--- config.mk ---
export PLATFORM = sky130hd
export DESIGN_NAME = change_dispenser
export DESIGN_NICKNAME = d
export VERILOG_FILES = /design/src/rtl/change_dispenser.sv
export SDC_FILE = /design/constraint.sdc
export NUM_CORES = 1
export LEC_CHECK = 0
export BUFFER_PORTS_ARGS = -buffer_cell sky130_fd_sc_hd__buf_2
export CAP_MARGIN = 5
export CORE_MARGIN = 1.5
export CORE_UTILIZATION = 30
export DETAILED_ROUTE_END_ITERATION = 10
export PLACE_DENSITY = 0.45
export SLEW_MARGIN = 0
export SYNTH_ARGS = -nofsm -noshare
export SYNTH_HDL_FRONTEND = slang
export SYNTH_SLANG_ARGS = --single-unit
export TNS_END_PERCENT = 50
--- constraint.sdc ---
create_clock -name clk -period 7.24 [get_ports clk]
set_clock_uncertainty 0.2 [all_clocks]
set_input_delay 1.086 -clock clk [delete_from_list [all_inputs] [get_ports clk]]
set_output_delay 1.086 -clock clk [all_outputs]
set_load 0.03 [all_outputs]
--- src/rtl/change_dispenser.sv ---
// Change dispenser: releases the vended item for one cycle, then pays the change
// greedily (50/10/5/1) to a coin hopper over valid/ready, tracking per-coin stock.
module change_dispenser #(
  parameter int N50_INIT = 4,
  parameter int N10_INIT = 8,
  parameter int N5_INIT  = 8,
  parameter int N1_INIT  = 16
) (
  input  logic       clk,
  input  logic       rst,
  input  logic [1:0] PO,
  input  logic [7:0] MO,
  input  logic       refill,
  input  logic       coin_ready,
  output logic [1:0] item,
  output logic       coin_valid,
  output logic [1:0] coin_type,
  output logic       busy,
  output logic       done,
  output logic       err,
  output logic [7:0] short
);

  localparam logic [1:0] IDLE = 2'd0;
  localparam logic [1:0] VEND = 2'd1;
  localparam logic [1:0] PAY  = 2'd2;
  localparam logic [1:0] DONE = 2'd3;

  logic [1:0] state_reg, state_next;
  logic [7:0] rem_reg, rem_next;
  logic [1:0] prod_reg;
  logic [1:0] po_d_reg;
  logic [7:0] stock_reg [4];
  logic [7:0] stock_init [4];
  logic [7:0] coin_value [4];
  logic [3:0] usable;
  logic [1:0] coin_sel;
  logic       coin_any;
  logic       accept;
  logic       take;

  // Stock and value tables are indexed by coin_type (0=1, 1=5, 2=10, 3=50).
  assign stock_init[0] = 8'(N1_INIT);
  assign stock_init[1] = 8'(N5_INIT);
  assign stock_init[2] = 8'(N10_INIT);
  assign stock_init[3] = 8'(N50_INIT);
  assign coin_value[0] = 8'd1;
  assign coin_value[1] = 8'd5;
  assign coin_value[2] = 8'd10;
  assign coin_value[3] = 8'd50;

  genvar gi;
  generate
    for (gi = 0; gi < 4; gi++) begin : g_denom
      assign usable[gi] = (stock_reg[gi] != 8'd0) && (coin_value[gi] <= rem_reg);
    end
  endgenerate

  // Largest usable denomination wins.
  always_comb begin
    coin_sel = 2'd0;
    coin_any = 1'b0;
    for (int i = 0; i < 4; i++) begin
      if (usable[i]) begin
        coin_sel = 2'(i);
        coin_any = 1'b1;
      end
    end
  end

  assign accept     = (state_reg == IDLE) && (PO != 2'd0) && (PO != po_d_reg);
  assign coin_valid = (state_reg == PAY) && coin_any;
  assign coin_type  = coin_valid ? coin_sel : 2'd0;
  assign take       = coin_valid && coin_ready;
  assign item       = (state_reg == VEND) ? prod_reg : 2'd0;
  assign busy       = (state_reg != IDLE);
  assign done       = (state_reg == DONE);

  always_comb begin
    state_next = state_reg;
    rem_next   = rem_reg;
    case (state_reg)
      IDLE: begin
        if (accept) begin
          rem_next   = MO;
          state_next = VEND;
        end
      end
      VEND: state_next = (rem_reg != 8'd0) ? PAY : DONE;
      PAY: begin
        if (!coin_any) begin
          state_next = DONE;
        end else if (coin_ready) begin
          rem_next = rem_reg - coin_value[coin_sel];
          if (rem_next == 8'd0) state_next = DONE;
        end
      end
      default: state_next = IDLE;
    endcase
  end

  always_ff @(posedge clk or negedge rst) begin
    if (!rst) begin
      state_reg <= IDLE;
      rem_reg   <= 8'd0;
      prod_reg  <= 2'd0;
      po_d_reg  <= 2'd0;
      err       <= 1'b0;
      short     <= 8'd0;
      for (int i = 0; i < 4; i++) stock_reg[i] <= stock_init[i];
    end else begin
      state_reg <= state_next;
      rem_reg   <= rem_next;
      po_d_reg  <= PO;
      if (accept) begin
        prod_reg <= PO;
        err      <= 1'b0;
        short    <= 8'd0;
      end else if (state_reg == IDLE && refill) begin
        for (int i = 0; i < 4; i++) stock_reg[i] <= stock_init[i];
      end
      if (take) stock_reg[coin_sel] <= stock_reg[coin_sel] - 8'd1;
      // Result is latched on entry to DONE so it is already valid while done is high.
      if (state_next == DONE && state_reg != DONE) begin
        short <= rem_next;
        err   <= (rem_next != 8'd0);
      end
    end
  end

endmodule
# Word level (Yosys, flattened, before mapping)
# Cells that the tools add are included.
[totals] inputBits=14 regBits=55
[classes] bitwise=1 magnitude_cmp=6 n_eq_ne=6 reduce_logical=22 add_sub_neg=2 muxes=35
[op_table] op="32-bit two-way mux" n=3
[op_table] op="8-bit two-way mux" n=10
[op_table] op="8-bit nonzero test" n=6
[op_table] op="8-bit binary-select mux with 2-bit select" n=2
[op_table] op="32-bit bitwise mux" n=1
[op_table] op="8-bit demux with 2-bit select" n=1
[op_table] op="2-bit two-way mux" n=8
[op_table] op="8-bit case mux with 2 select lines" n=1
[op_table] op="1-bit logical AND" n=11
[op_table] op="1-bit by 8-bit less-or-equal comparator with 1-bit output (first input constant)" n=1
[op_table] op="3-bit by 8-bit less-or-equal comparator with 1-bit output (first input constant)" n=1
[op_table] op="4-bit by 8-bit less-or-equal comparator with 1-bit output (first input constant)" n=1
[op_table] op="6-bit by 8-bit less-or-equal comparator with 1-bit output (first input constant)" n=1
[op_table] op="8-bit zero test" n=1
[op_table] op="1-bit two-way mux" n=8
[op_table] op="8-bit by 1-bit subtractor with 8-bit output (second input constant)" n=1
[op_table] op="8-bit subtractor" n=1
[op_table] op="2-bit == test (second input constant)" n=3
[op_table] op="2-bit case mux with 3 select lines" n=1
[op_table] op="2-bit nonzero test" n=3
[op_table] op="3-bit >= comparator (second input constant)" n=1
[op_table] op="3-bit by 1-bit less-than comparator with 1-bit output (second input constant)" n=1
[op_table] op="2-bit inverter with 3-bit output" n=1
[op_table] op="2-bit by 1-bit == test with 1-bit output (second input constant)" n=1
[op_table] op="3 further kinds" n=3

# Logic depth before layout (Yosys ltp)
[logic_depth] depth_word=18 depth_mapped=19 ltp_nobuf=16

# Least setup slack after synthesis
# No wires, ideal clock.
[synth_path] kind="reg-to-reg" from="reg rem_reg[2]" to="reg short[0]" stages_incl_launch_ff=19 period_less_slack_ns=4.327 arrival_ns=4.000 n_path_buf=2 setup_slack_ns=2.913 setup_ns=0.126 cell_sequence="dfrtp_1 > o311ai_0 > a22oi_1 > inv_1 > clkbuf_1 > nand2_1 > inv_1 > ha_1 > inv_1 > fa_1 > a211o_1 > o21ai_0 > xnor2_1 > or4_1 > a311oi_1 > o21ai_2 > buf_2 > nand3_1 > o21ai_0"
[synth_via] elab_chain_cells=18 elab_cells_between_ends=34
[synth_lines] element="start, declared" line="30" rtl="logic [7:0] rem_reg, rem_next;"
[synth_lines] element="start signal, assigned" line="113" rtl="rem_reg <= rem_next;"
[synth_lines] element="3-bit by 8-bit less-or-equal comparator with 1-bit output" line="55" rtl="assign usable[gi] = (stock_reg[gi] != 8'd0) && (coin_value[gi] <= rem_reg);"
[synth_lines] element="1-bit logical AND" line="55"
[synth_lines] element="1-bit two-way mux" line="64" rtl="if (usable[i]) begin"
[synth_lines] element="2-bit two-way mux (2 in a row)" line="64"
[synth_lines] element="2-bit inverter with 3-bit output (not written as such)" line="94" rtl="rem_next = rem_reg - coin_value[coin_sel];"
[synth_lines] element="8-bit binary-select mux with 2-bit select" line="94"
[synth_lines] element="8-bit two-way mux (not written as such) (2 in a row)" line="94"
[synth_lines] element="8-bit subtractor" line="94"
[synth_lines] element="8-bit zero test" line="95" rtl="if (rem_next == 8'd0) state_next = DONE;"
[synth_lines] element="2-bit two-way mux" line="95"
[synth_lines] element="2-bit two-way mux" line="93" rtl="end else if (coin_ready) begin"
[synth_lines] element="2-bit two-way mux" line="91" rtl="if (!coin_any) begin"
[synth_lines] element="2-bit case mux with 3 select lines" line="82" rtl="case (state_reg)"
[synth_lines] element="2-bit == test" line="124" rtl="if (state_next == DONE && state_reg != DONE) begin"
[synth_lines] element="1-bit logical AND" line="124"
[synth_lines] element="8-bit two-way mux or 2-bit nonzero test (tied branches)"
[synth_lines] element="end signal, assigned" line="125" rtl="short <= rem_next;"
[synth_lines] element="end, declared" line="21" rtl="output logic [7:0] short"
# Several ways; a longest one is shown, not always the timed one. The select of a mux whose other input is x is not followed.
# A chain may end at the register's enable or synchronous reset.

# Final worst setup path
[layout_path] from="reg rem_reg[2]" to="reg err"
[layout_via] elab_chain_cells=18 elab_cells_between_ends=36
[layout_lines] element="3-bit by 8-bit less-or-equal comparator with 1-bit output" line="55"
[layout_lines] element="1-bit logical AND" line="55"
[layout_lines] element="1-bit two-way mux" line="64"
[layout_lines] element="2-bit two-way mux (2 in a row)" line="64"
[layout_lines] element="2-bit inverter with 3-bit output (not written as such)" line="94"
[layout_lines] element="8-bit binary-select mux with 2-bit select" line="94"
[layout_lines] element="8-bit two-way mux (not written as such) (2 in a row)" line="94"
[layout_lines] element="8-bit subtractor" line="94"
[layout_lines] element="8-bit zero test" line="95"
[layout_lines] element="2-bit two-way mux" line="95"
[layout_lines] element="2-bit two-way mux" line="93"
[layout_lines] element="2-bit two-way mux" line="91"
[layout_lines] element="2-bit case mux with 3 select lines" line="82"
[layout_lines] element="2-bit == test" line="124"
[layout_lines] element="1-bit logical AND" line="124"
[layout_lines] element="1-bit two-way mux or 2-bit nonzero test (tied branches)"
[layout_lines] element="end signal, assigned" line="126" rtl="err <= (rem_next != 8'd0);"
[layout_lines] element="end, declared" line="20" rtl="output logic err,"
# Several ways; a longest one is shown, not always the timed one. The select of a mux whose other input is x is not followed.

==> flow_summary.json <==
{
  "grt_max_degree": 56,
  "layout_min_cycle_time_ns": 5.04,
  "antenna_left": 0,
  "cp.required_ns": 7.21,
  "yosysSeqAreaShare_pct": 42.0,
  "fmax_ghz": 0.198,
  "critPathCaptureType": "flip-flop",
  "final_common_cell": "o21ai_0",
  "yosys_warnings": 0,
  "ctsHoldBuffers": 0,
  "path_cells": "o311ai_0 > a22oi_1 > buf_4 > inv_1 > nand2_1 > inv_1 > ha_1 > inv_1 > fa_1 > a211o_1 > o21ai_0 > xnor2_1 > or4_1 > a311oi_1 > o21ai_2 > nor4_1 > a22oi_1",
  "core_um2": 10700,
  "synth.area.top_cells": "dfrtp_1 39%, o21ai_0 7.9%, nand3_1 6.1%, ha_1 4.2%, dfstp_2 3.2%",
  "async_reset_ff_share_pct": 100,
  "rsz0062_at_grt": "false",
  "initial_core_util_pct": 30.6,
  "synth_fp_nets": 394,
  "io_pins": 30,
  "synth_area_um2": 3290,
  "rows": 38,
  "finalCoreUtilization_pct": 34.1,
  "synthCells": 368,
  "clock_latency_ns": 0.32,
  "status": "finished clean",
  "synth_edf_count": 0,
  "place_congestion": 0.847,
  "cts_tree": "yes",
  "hold_viol_final": 0,
  "min_period_over_period_pct": 69.6,
  "post_cts_buffers": 0,
  "worst_pin_slew_ns": 0.864,
  "dr.pass1.iters": 4,
  "root_buffer": "clkbuf_8",
  "cts_resized": 0,
  "layout_common_cells": "52 x o21ai_0, 51 x dfrtp_1, 40 x nand3_1, 29 x buf_2, 26 x inv_1",
  "drt-initial-drc-count": 226,
  "avgSynthCellArea_um2": 8.94,
  "synth_cell_types": 56,
  "diodes": 0,
  "area_growth_pct": 11.3,
  "grt_first_pass_wirelength_um": 15100,
  "cts.sinks": 55,
  "regArea_um2": 1380,
  "setup_viol": 0,
  "clk_pin_slew_ns": 0.10,
  "crit_arrival_ns": 5.02,
  "grtUsageTotal_pct": 16.8,
  "io_buffers": 29,
  "antenna_found_initial": 0,
  "grt_pass1_vias": 2731,
  "die_y_um": 108,
  "grt.overflow.total": 0,
  "startpoint_type": "flip-flop",
  "hold_path_class": "flip-flop to flip-flop",
  "slowest_stage": "or4_1",
  "via_per_inst": 5.40,
  "num_vias": 2871,
  "nFillCells": 1148,
  "hpwl_um": 6990,
  "cts_buffers": 5,
  "drive_above_1_share_pct": 14.0,
  "routed_wl_um": 9350,
  "clockBufferDepth": 2,
  "yosysTopAreaCellShare_pct": 38.8,
  "cp_top_family": "compound AO/OA/AOI/OAI gates",
  "path_class": "flip-flop to flip-flop",
  "cp_max_fo": 18,
  "max-slew-margin-rel_pct": 42.4,
  "synthFlopType": "dfrtp_1",
  "synth_seq_cells": 55,
  "dieArea_um2": 11600,
  "crit_top_cell": "inv_1",
  "die_w_um": 108,
  "slew_violations": 0,
  "netlist.top_cell.by_area": "dfrtp_1",
  "nNetsFinal": 418,
  "drc": 0,
  "drv_cap": 0,
  "finalSetupTns_ns": 0,
  "multi_input_area_um2": 1730,
  "wl_per_cell_um": 17.6,
  "slowest_delay_ns": 0.51,
  "largest_reg_flops": 32,
  "crit_buf_inv": 4,
  "htree_levels": 2
}
tightest hold or removal path, delay by kind of cell, from the launching register on:
kind / cells / cell delay [ns]
flip-flops: 1 / 0.36
AND/OR/NAND/NOR: 2 / 0.12
per-layer routing:
layer	GRT usage, %	part of all wire, %	up-vias
li1	-	-	1399
met1	23.4	48	1403
met2	27.6	48	56
met3	2.30	3.6	13
met4	3.76	1.2	0
met5	0	0	-
final cells by class:
type	count	share of cell area, %
repair buffers	33	4.78
clock inverters	1	0.820
multi-input cells	271	47.2
flip-flops and latches	55	37.7
inverters	26	2.67
well taps	140	4.78
clock buffers	6	1.98
final timing paths:
path                            cells past startpoint                    start  slack [ns]                      end
max in group asynchronous                           2                      rst        5.66  stock_reg[13]$_DFF_PN0_
min in group asynchronous                           2                      rst        0.69     short[5]$_DFFE_PN0P_
worst max register to register                     17     rem_reg[2]$_DFF_PN0_        2.20          err$_DFFE_PN0P_
worst min-delay path                                2  prod_reg[1]$_DFFE_PN0P_        0.30  prod_reg[1]$_DFFE_PN0P_
worst max-delay path                               17     rem_reg[2]$_DFF_PN0_        2.20          err$_DFFE_PN0P_
worst min register to register                      2  prod_reg[1]$_DFFE_PN0P_        0.30  prod_reg[1]$_DFFE_PN0P_
logic make-up (layout without fill, tap and decap cells):
group | after synthesis | in the layout | synth area share (%)
adder cells (fa/ha/maj) | 12 | 12 | 4.79
multiplexers | 2 | 2 | 0.646
XOR/XNOR | 11 | 11 | 2.93
AO/OA/AOI/OAI | 119 | 119 | 23.8
flip-flops | 55 | 55 | 42.0
AND/OR/NAND/NOR | 127 | 127 | 20.4
buffers and inverters | 42 | 66 | 5.48
stage by stage:
step / worst slack (ns) / std cells / hold slack [ns] / cell area [um2]
finish: 2.20 / 532 / 0.297 / 3660
global route: 1.79 / 532 / 0.322 / 3660
CTS: 2.16 / 532 / 0.302 / 3660
detailed placement: 2.21 / 525 / 0.277 / 3560
global placement: 2.42 / 525 / 0.271 / 3560
floorplan: 2.91 / 368 / 0.238 / 3290
synthesized netlist by cell type (2+ instances only):
cell,number
o21ai_0,52
dfrtp_1,51
nand3_1,40
inv_1,26
nand2_1,24
nor2_1,23
a21oi_1,12
ha_1,11
clkbuf_1,10
xnor2_1,9
a311oi_1,7
a221oi_1,6
nor4_1,6
o21ai_1,6
o2bb2ai_1,6
a22oi_1,5
and2_1,5
nor2b_1,5
nor3_1,5
o21a_1,5
a222oi_1,4
dfstp_2,4
buf_2,3
nor4_2,3
or4_1,3
and3_1,2
buf_6,2
nand2b_1,2
nor3b_1,2
or3_1,2
xor2_1,2
Power is not shown: default switching activity piles up to over one toggle a cycle in this logic, so the estimate is an artifact.
